--- src/rtl/score_display_driver.sv ---
// Binary score to DIGITS-digit BCD converter (shift-add-3, one bit per clock) with
// registered active-low 7-segment outputs. Define BLANK_LZ_EN to blank leading zeros.
module score_display_driver #(
  parameter int unsigned DIGITS = 4,
  parameter int unsigned BIN_W  = 14
) (
  input  logic                  clk,
  input  logic                  resetN,
  input  logic                  load,
  input  logic [BIN_W-1:0]      binValue,
  output logic                  busy,
  output logic                  done,
  output logic                  overflow,
  output logic [4*DIGITS-1:0]   bcdDigits,
  output logic [7*DIGITS-1:0]   hexDisplay
);

  function automatic longint unsigned pow10_m1(input int unsigned d);
    longint unsigned r;
    r = 1;
    for (int unsigned i = 0; i < d; i++) r = r * 10;
    return r - 1;
  endfunction

  function automatic logic [6:0] seg7(input logic [3:0] n);
    case (n)
      4'd0:    seg7 = 7'b1000000;
      4'd1:    seg7 = 7'b1111001;
      4'd2:    seg7 = 7'b0100100;
      4'd3:    seg7 = 7'b0110000;
      4'd4:    seg7 = 7'b0011001;
      4'd5:    seg7 = 7'b0010010;
      4'd6:    seg7 = 7'b0000010;
      4'd7:    seg7 = 7'b1111000;
      4'd8:    seg7 = 7'b0000000;
      4'd9:    seg7 = 7'b0010000;
      default: seg7 = 7'b1111111;
    endcase
  endfunction

  localparam longint unsigned MAX_VAL = pow10_m1(DIGITS);
  localparam int unsigned CNT_W = $clog2(BIN_W + 1);
  localparam logic [CNT_W-1:0] LAST_CNT = CNT_W'(BIN_W - 1);

  typedef enum logic [1:0] {IDLE, SHIFT, UPDATE} state_t;

  state_t                  state, state_next;
  logic [BIN_W-1:0]        bin_sr;
  logic [4*DIGITS-1:0]     bcd_acc;
  logic [4*DIGITS-1:0]     bcd_adj;
  logic [4*DIGITS+BIN_W-1:0] shifted;
  logic [CNT_W-1:0]        bit_cnt;
  logic                    ovf_pend;
  logic [4*DIGITS-1:0]     bcd_final;
  logic [7*DIGITS-1:0]     hex_next;
  logic                    lead;

  always_ff @(posedge clk or negedge resetN) begin
    if (!resetN) state <= IDLE;
    else         state <= state_next;
  end

  always_comb begin
    state_next = state;
    busy       = 1'b1;
    case (state)
      IDLE: begin
        busy = 1'b0;
        if (load) state_next = SHIFT;
      end
      SHIFT:   if (bit_cnt == LAST_CNT) state_next = UPDATE;
      UPDATE:  state_next = IDLE;
      default: state_next = IDLE;
    endcase
  end

  always_comb begin
    bcd_adj = bcd_acc;
    for (int unsigned k = 0; k < DIGITS; k++)
      if (bcd_acc[4*k +: 4] >= 4'd5) bcd_adj[4*k +: 4] = bcd_acc[4*k +: 4] + 4'd3;
    // Top-digit carry falls off the left end, as intended.
    shifted = {bcd_adj, bin_sr} << 1;
  end

  always_comb begin
    bcd_final = bcd_acc;
    hex_next  = '1;
    lead      = 1'b1;
    if (ovf_pend) begin
      bcd_final = {DIGITS{4'h9}};
      hex_next  = {DIGITS{7'b0111111}};
    end else begin
      for (int unsigned k = 0; k < DIGITS; k++)
        hex_next[7*k +: 7] = seg7(bcd_acc[4*k +: 4]);
`ifdef BLANK_LZ_EN
      // Walk down from the top digit; the ones digit is never blanked.
      for (int unsigned i = 0; i + 1 < DIGITS; i++) begin
        if (bcd_acc[4*(DIGITS-1-i) +: 4] != 4'd0) lead = 1'b0;
        if (lead) hex_next[7*(DIGITS-1-i) +: 7] = '1;
      end
`endif
    end
  end

  always_ff @(posedge clk or negedge resetN) begin
    if (!resetN) begin
      bin_sr     <= '0;
      bcd_acc    <= '0;
      bit_cnt    <= '0;
      ovf_pend   <= 1'b0;
      done       <= 1'b0;
      overflow   <= 1'b0;
      bcdDigits  <= '0;
      hexDisplay <= '1;
    end else begin
      done <= 1'b0;
      case (state)
        IDLE: if (load) begin
          bin_sr   <= binValue;
          bcd_acc  <= '0;
          bit_cnt  <= '0;
          ovf_pend <= 64'(binValue) > MAX_VAL;
        end
        SHIFT: begin
          bcd_acc <= shifted[4*DIGITS+BIN_W-1 -: 4*DIGITS];
          bin_sr  <= shifted[BIN_W-1:0];
          bit_cnt <= bit_cnt + 1'b1;
        end
        UPDATE: begin
          bcdDigits  <= bcd_final;
          hexDisplay <= hex_next;
          overflow   <= ovf_pend;
          done       <= 1'b1;
        end
        default: ;
      endcase
    end
  end

endmodule
--- config.mk ---
export PLATFORM = sky130hd
export DESIGN_NAME = score_display_driver
export DESIGN_NICKNAME = d
export VERILOG_FILES = /design/src/rtl/score_display_driver.sv
export SDC_FILE = /design/constraint.sdc
export NUM_CORES = 1
export LEC_CHECK = 0
export ABC_AREA = 1
export BUFFER_PORTS_ARGS = -buffer_cell sky130_fd_sc_hd__buf_4
export CAP_MARGIN = 20
export CORE_ASPECT_RATIO = 1.2
export CORE_MARGIN = 1.5
export CORE_UTILIZATION = 40
export CTS_CLUSTER_SIZE = 20
export DETAILED_ROUTE_END_ITERATION = 16
export GPL_TIMING_DRIVEN = 0
export SLEW_MARGIN = 20
export SYNTH_ARGS = -nofsm -noshare
export SYNTH_HDL_FRONTEND = slang
export SYNTH_SLANG_ARGS = --single-unit
--- constraint.sdc ---
create_clock -name clk -period 4.35 [get_ports clk]
set_clock_uncertainty 0.05 [all_clocks]
set_input_delay 1.0875 -clock clk [delete_from_list [all_inputs] [get_ports clk]]
set_output_delay 1.0875 -clock clk [all_outputs]
set_load 0.02 [all_outputs]
# Word-level counts from Yosys, hierarchy flattened
# Memories as Yosys holds them, arrays and structs flattened.
# Cells that the tools add are included.
# classes
addsub	5
magnitude_cmp	5
n_eq_ne	5
n_mux	17
reduce_logical	5
# op_table
operator	n
$mux 16	2
$pmux 16 s2	1
$mux 28	1
$pmux 14 s2	1
$ge 4x3->1 const B	4
$mux 4	4
$gt 14x14->1 const B	1
$mux 14	1
$add 4x2->4 const B	3
$pmux 4 s2	1
$reduce_and 2->1	3
$add 4x1->4 const B	1
$eq 4x4->1 const B	1
$mux 2	2
$ne 2x2->1 const B	2
$pmux 2 s2	1
$add 3x2->3 const B	1
$mux 3	1
$eq 2x1->1 const B	1
$eq 2x2->1 const B	1
$logic_not 2->1	1
$mux 1	2
$reduce_bool 2->1	1
# totals
ff_bits	83
mem_bits_ro	448
input_bits	17
output_inout_bits	47
word_cells	50
memories	4
# memory_table
memory	words	word_bits	read_ports	rd_ports_with_merged_regs	wr	line_no	text
(no name shown)	16	7	1	0	0	26	case (n)
(no name shown)	16	7	1	0	0	26	
(no name shown)	16	7	1	0	0	26	
(no name shown)	16	7	1	0	0	26	

# Logic depth before layout (Yosys ltp)
# logic_depth
word_depth	3
depth_mapped	10
mapped_depth_nobuf	10

# Worst setup path before layout
# No wires, ideal clock.
# synth_timing
path_type	input port to flip-flop
startpoint	in load
endpoint	reg bit_cnt[1]
t_arrival_ps	1654
t_required_ps	4175
slack_ps	2522
cell_stages	5
n_path_buf	2
path_cell_list	nand3_2 > nand2_1 > buf_2 > buf_6 > o22ai_1
# synth_via
elab_chain_cells	2
# synth_rtl
element	line_no	text
from (decl)	9	input logic load,
$ne 2x2->1 (no source line)	n/a	
$reduce_and 2->1 (no source line)	n/a	
to (signal assigned)	127	bit_cnt <= bit_cnt + 1'b1;
to (decl)	52	logic [CNT_W-1:0] bit_cnt;
# Every way passes these cells.
# A chain may end at the register's enable or synchronous reset.

# Worst setup path after layout
# layout_timing
startpoint	reg state[1]
endpoint	out busy
# layout_via
elab_chain_cells	2
# layout_rtl
element	line_no	text
from (decl)	47	state_t state, state_next;
from (signal assigned)	60	else state <= state_next;
$logic_not 2->1	66	case (state)
$mux 1	66	
to (decl)	11	output logic busy,
# Every way passes these cells.

==> flow_summary.json <==
{
  "run_status": "completed",
  "async_reset_ff_share_pct": 100.0,
  "drv_cap": 0,
  "cts-htree-levels": 3,
  "wl_um": 10440,
  "final.setup.tns_ps": 0,
  "layout.nets": 679,
  "ys_seq_area_share_pct": 48.77,
  "numCtsBuffers": 9,
  "cp-end-kind": "output port",
  "ys_ff_latch": 83,
  "vias": 3870,
  "instances_no_fill": 774,
  "detail_route.first_pass.iterations": 4,
  "power_leakage_nw": 2.779,
  "syn_inst": 566,
  "drt_iter0_drc": 168,
  "synthFlopType": "dfrtp_1",
  "yosys.area.top_type_share_pct": 31.78,
  "die_area_um2": 11460,
  "hold_path.class": "flop to flop",
  "synth-edff-count": 0,
  "insertion_delay_ps": 340,
  "antenna_found_initial": 0,
  "syn_area_per_cell_um2": 7.651,
  "cts_tree": "yes",
  "grt_max_degree": 84,
  "overflow": 0,
  "synth.most_common_cell": "nand2_1",
  "syn_to_final_growth_pct": 21.64,
  "gp_congestion": 0.8693,
  "ant_nets": 0,
  "synth_top_area_cell": "dfrtp_1",
  "clk_path_buf_depth": 2,
  "io_pins": 64,
  "startpoint_type": "flop",
  "yosys_warnings": 0,
  "die_w_um": 97.98,
  "row_count": 41,
  "final_layout_size_suffix_gt1_share_pct": 19.38,
  "path_max_fanout": 3,
  "p_sw_share_pct": 43.21,
  "diodes": 0,
  "io_buffers": 63,
  "p_sw_mw": 1.867,
  "setup_viol": 0,
  "start_util_pct": 41.18,
  "cts_setup_buffers": 0,
  "maxSlewHeadroom_pct": 51.20,
  "pwr-share-seq_pct": 33.8,
  "root_buffer": "clkbuf_16",
  "clk_pin_slew_worst_paths_ps": 60,
  "grt_pass1_wl_um": 17220,
  "place_area_um2": 4965,
  "max_freq_mhz": 441.6,
  "fp.dieH_um": 117.0,
  "numClockSinks": 83,
  "detailed_place_hpwl_um": 7488,
  "worstMarginPinSlew_ps": 732.1,
  "cts_hold_buf": 0,
  "grt_pass1_vias": 3594,
  "wire_per_inst_um": 13.49,
  "critPathKind": "flop to output port",
  "period_minus_slack_ps": 2265,
  "cts_resized": 0,
  "yosys-top-cells-area": "dfrtp_1, dfstp_2, nand2_1",
  "p_int_mw": 2.454,
  "place_inst": 758,
  "core_area_um2": 10520,
  "clkPwrFrac_pct": 18.0,
  "viasPerCell": 5.000,
  "ir_worst_vdd_v": 0.0002769,
  "grt_util_all_layers_pct": 19.15,
  "report.final.hold_viol_count": 0,
  "design_area_um2": 5268,
  "powerDensity_nw_per_um2": 820.2,
  "rsz0062_at_grt": "false",
  "synthTopCellsByCount": "nand2_1, nor2_1, dfrtp_1, nand3_1, inv_1",
  "cp.arrival_ps": 1130,
  "cp.required_ps": 3210,
  "syn-cell-area_um2": 4330,
  "hold_ws_ps": 417.2,
  "pwr-share-comb_pct": 48.2,
  "maxSlewViolCount": 0,
  "synth.distinct_cells": 24,
  "post-route-period-util_pct": 52.06,
  "synth_fp_nets": 605,
  "drc": 0
}
==> critical path, cell delays in order, from the launching register on <==
cell	delay [ps]
dfrtp_1	440
inv_2	110
nand2_1	80
buf_4	160
==> power groups by stage <==
stage / clock [mW] / sequential (mW) / combinational, mW
floorplan: 0 / 1.64 / 1.23
CTS: 0.792 / 1.46 / 2.10
detailed placement: 0 / 1.47 / 2.09
global route: 0.824 / 1.51 / 2.36
global placement: 0 / 1.46 / 2.06
finish: 0.776 / 1.46 / 2.08
==> placed cells by master, fill, tap and decap left out, types with 2 or more instances in the layout <==
cell type    n
buf_4       65
buf_2        8
nand2_1    190
nor2_4       2
nand3_1     43
o21ai_0     33
dfstp_2     28
nand3b_1     2
inv_2        4
clkbuf_16    9
nand4_1      2
dfrtp_1     55
clkbuf_8     2
a21oi_1     27
clkbuf_1    10
clkinv_1     3
ha_1        22
nor2_1      88
inv_1       41
o21bai_1     2
buf_6        2
==> cell families after synthesis <==
| group | count (synthesis) | share of synthesized area (%) |
|---|---|---|
| buf+inv | 67 | 6.472 |
| compound gates | 63 | 7.426 |
| simple gates | 330 | 30.74 |
| fa+ha+maj | 22 | 6.356 |
| mux | 1 | 0.2312 |
| flops | 83 | 48.77 |
==> metrics by stage <==
| stage | utilization, % | total power [mW] | setup WS (ps) |
|---|---|---|---|
| 2_1_floorplan | - | 2.874 | 2522 |
| 3_3_place_gp | 47.21 | 3.516 | 2245 |
| 3_5_place_dp | 47.21 | 3.564 | 2257 |
| 4_1_cts | 50.05 | 4.357 | 2088 |
| 5_1_grt | 50.09 | 4.696 | 2045 |
| 6_report | 50.09 | 4.321 | 2085 |
==> flip-flops by register name, indices dropped and copies added, names as in the netlist, 2 cells and up <==
register,count
bit_cnt,4
bcd_acc,16
hexDisplay,28
bcdDigits,16
bin_sr,14
state,2
==> final timing paths <==
kind                           startpoint              to  slack (ps)  cells after the start
setup / recovery                 state[1]            busy        2090                      3
hold / removal             hexDisplay[20]  hexDisplay[20]         420                      2
setup reg to reg               bcd_acc[4]      bcd_acc[7]        2730                      7
hold reg to reg            hexDisplay[20]  hexDisplay[20]         420                      2
max in group asynchronous          resetN    bcdDigits[5]        3020                      1
min in group asynchronous          resetN    bcdDigits[9]         750                      1
==> per-layer routing <==
metal / global-route usage, % / part of all wire, % / up-vias / wire, µm
li1: - / - / 1929 / -
met1: 23.60 / 44 / 1805 / 4541
met2: 32.60 / 48 / 112 / 5048
met3: 3.622 / 5.5 / 24 / 573
met4: 9.333 / 2.6 / 0 / 275
met5: 0 / 0 / - / 0
==> final cells by class <==
cell class | count | area (µm²)
Buffer | 19 | 100.1
Clock buffer | 14 | 264.0
Clock inverter | 2 | 35.03
Fill cell | 1028 | 5249
Inverter | 48 | 180.2
Multi-Input combinational cell | 416 | 1938
Sequential cell | 83 | 2112
Tap cell | 129 | 161.4
Timing Repair Buffer | 63 | 476.7
No activity file was read; power rests on OpenSTA's default activity.
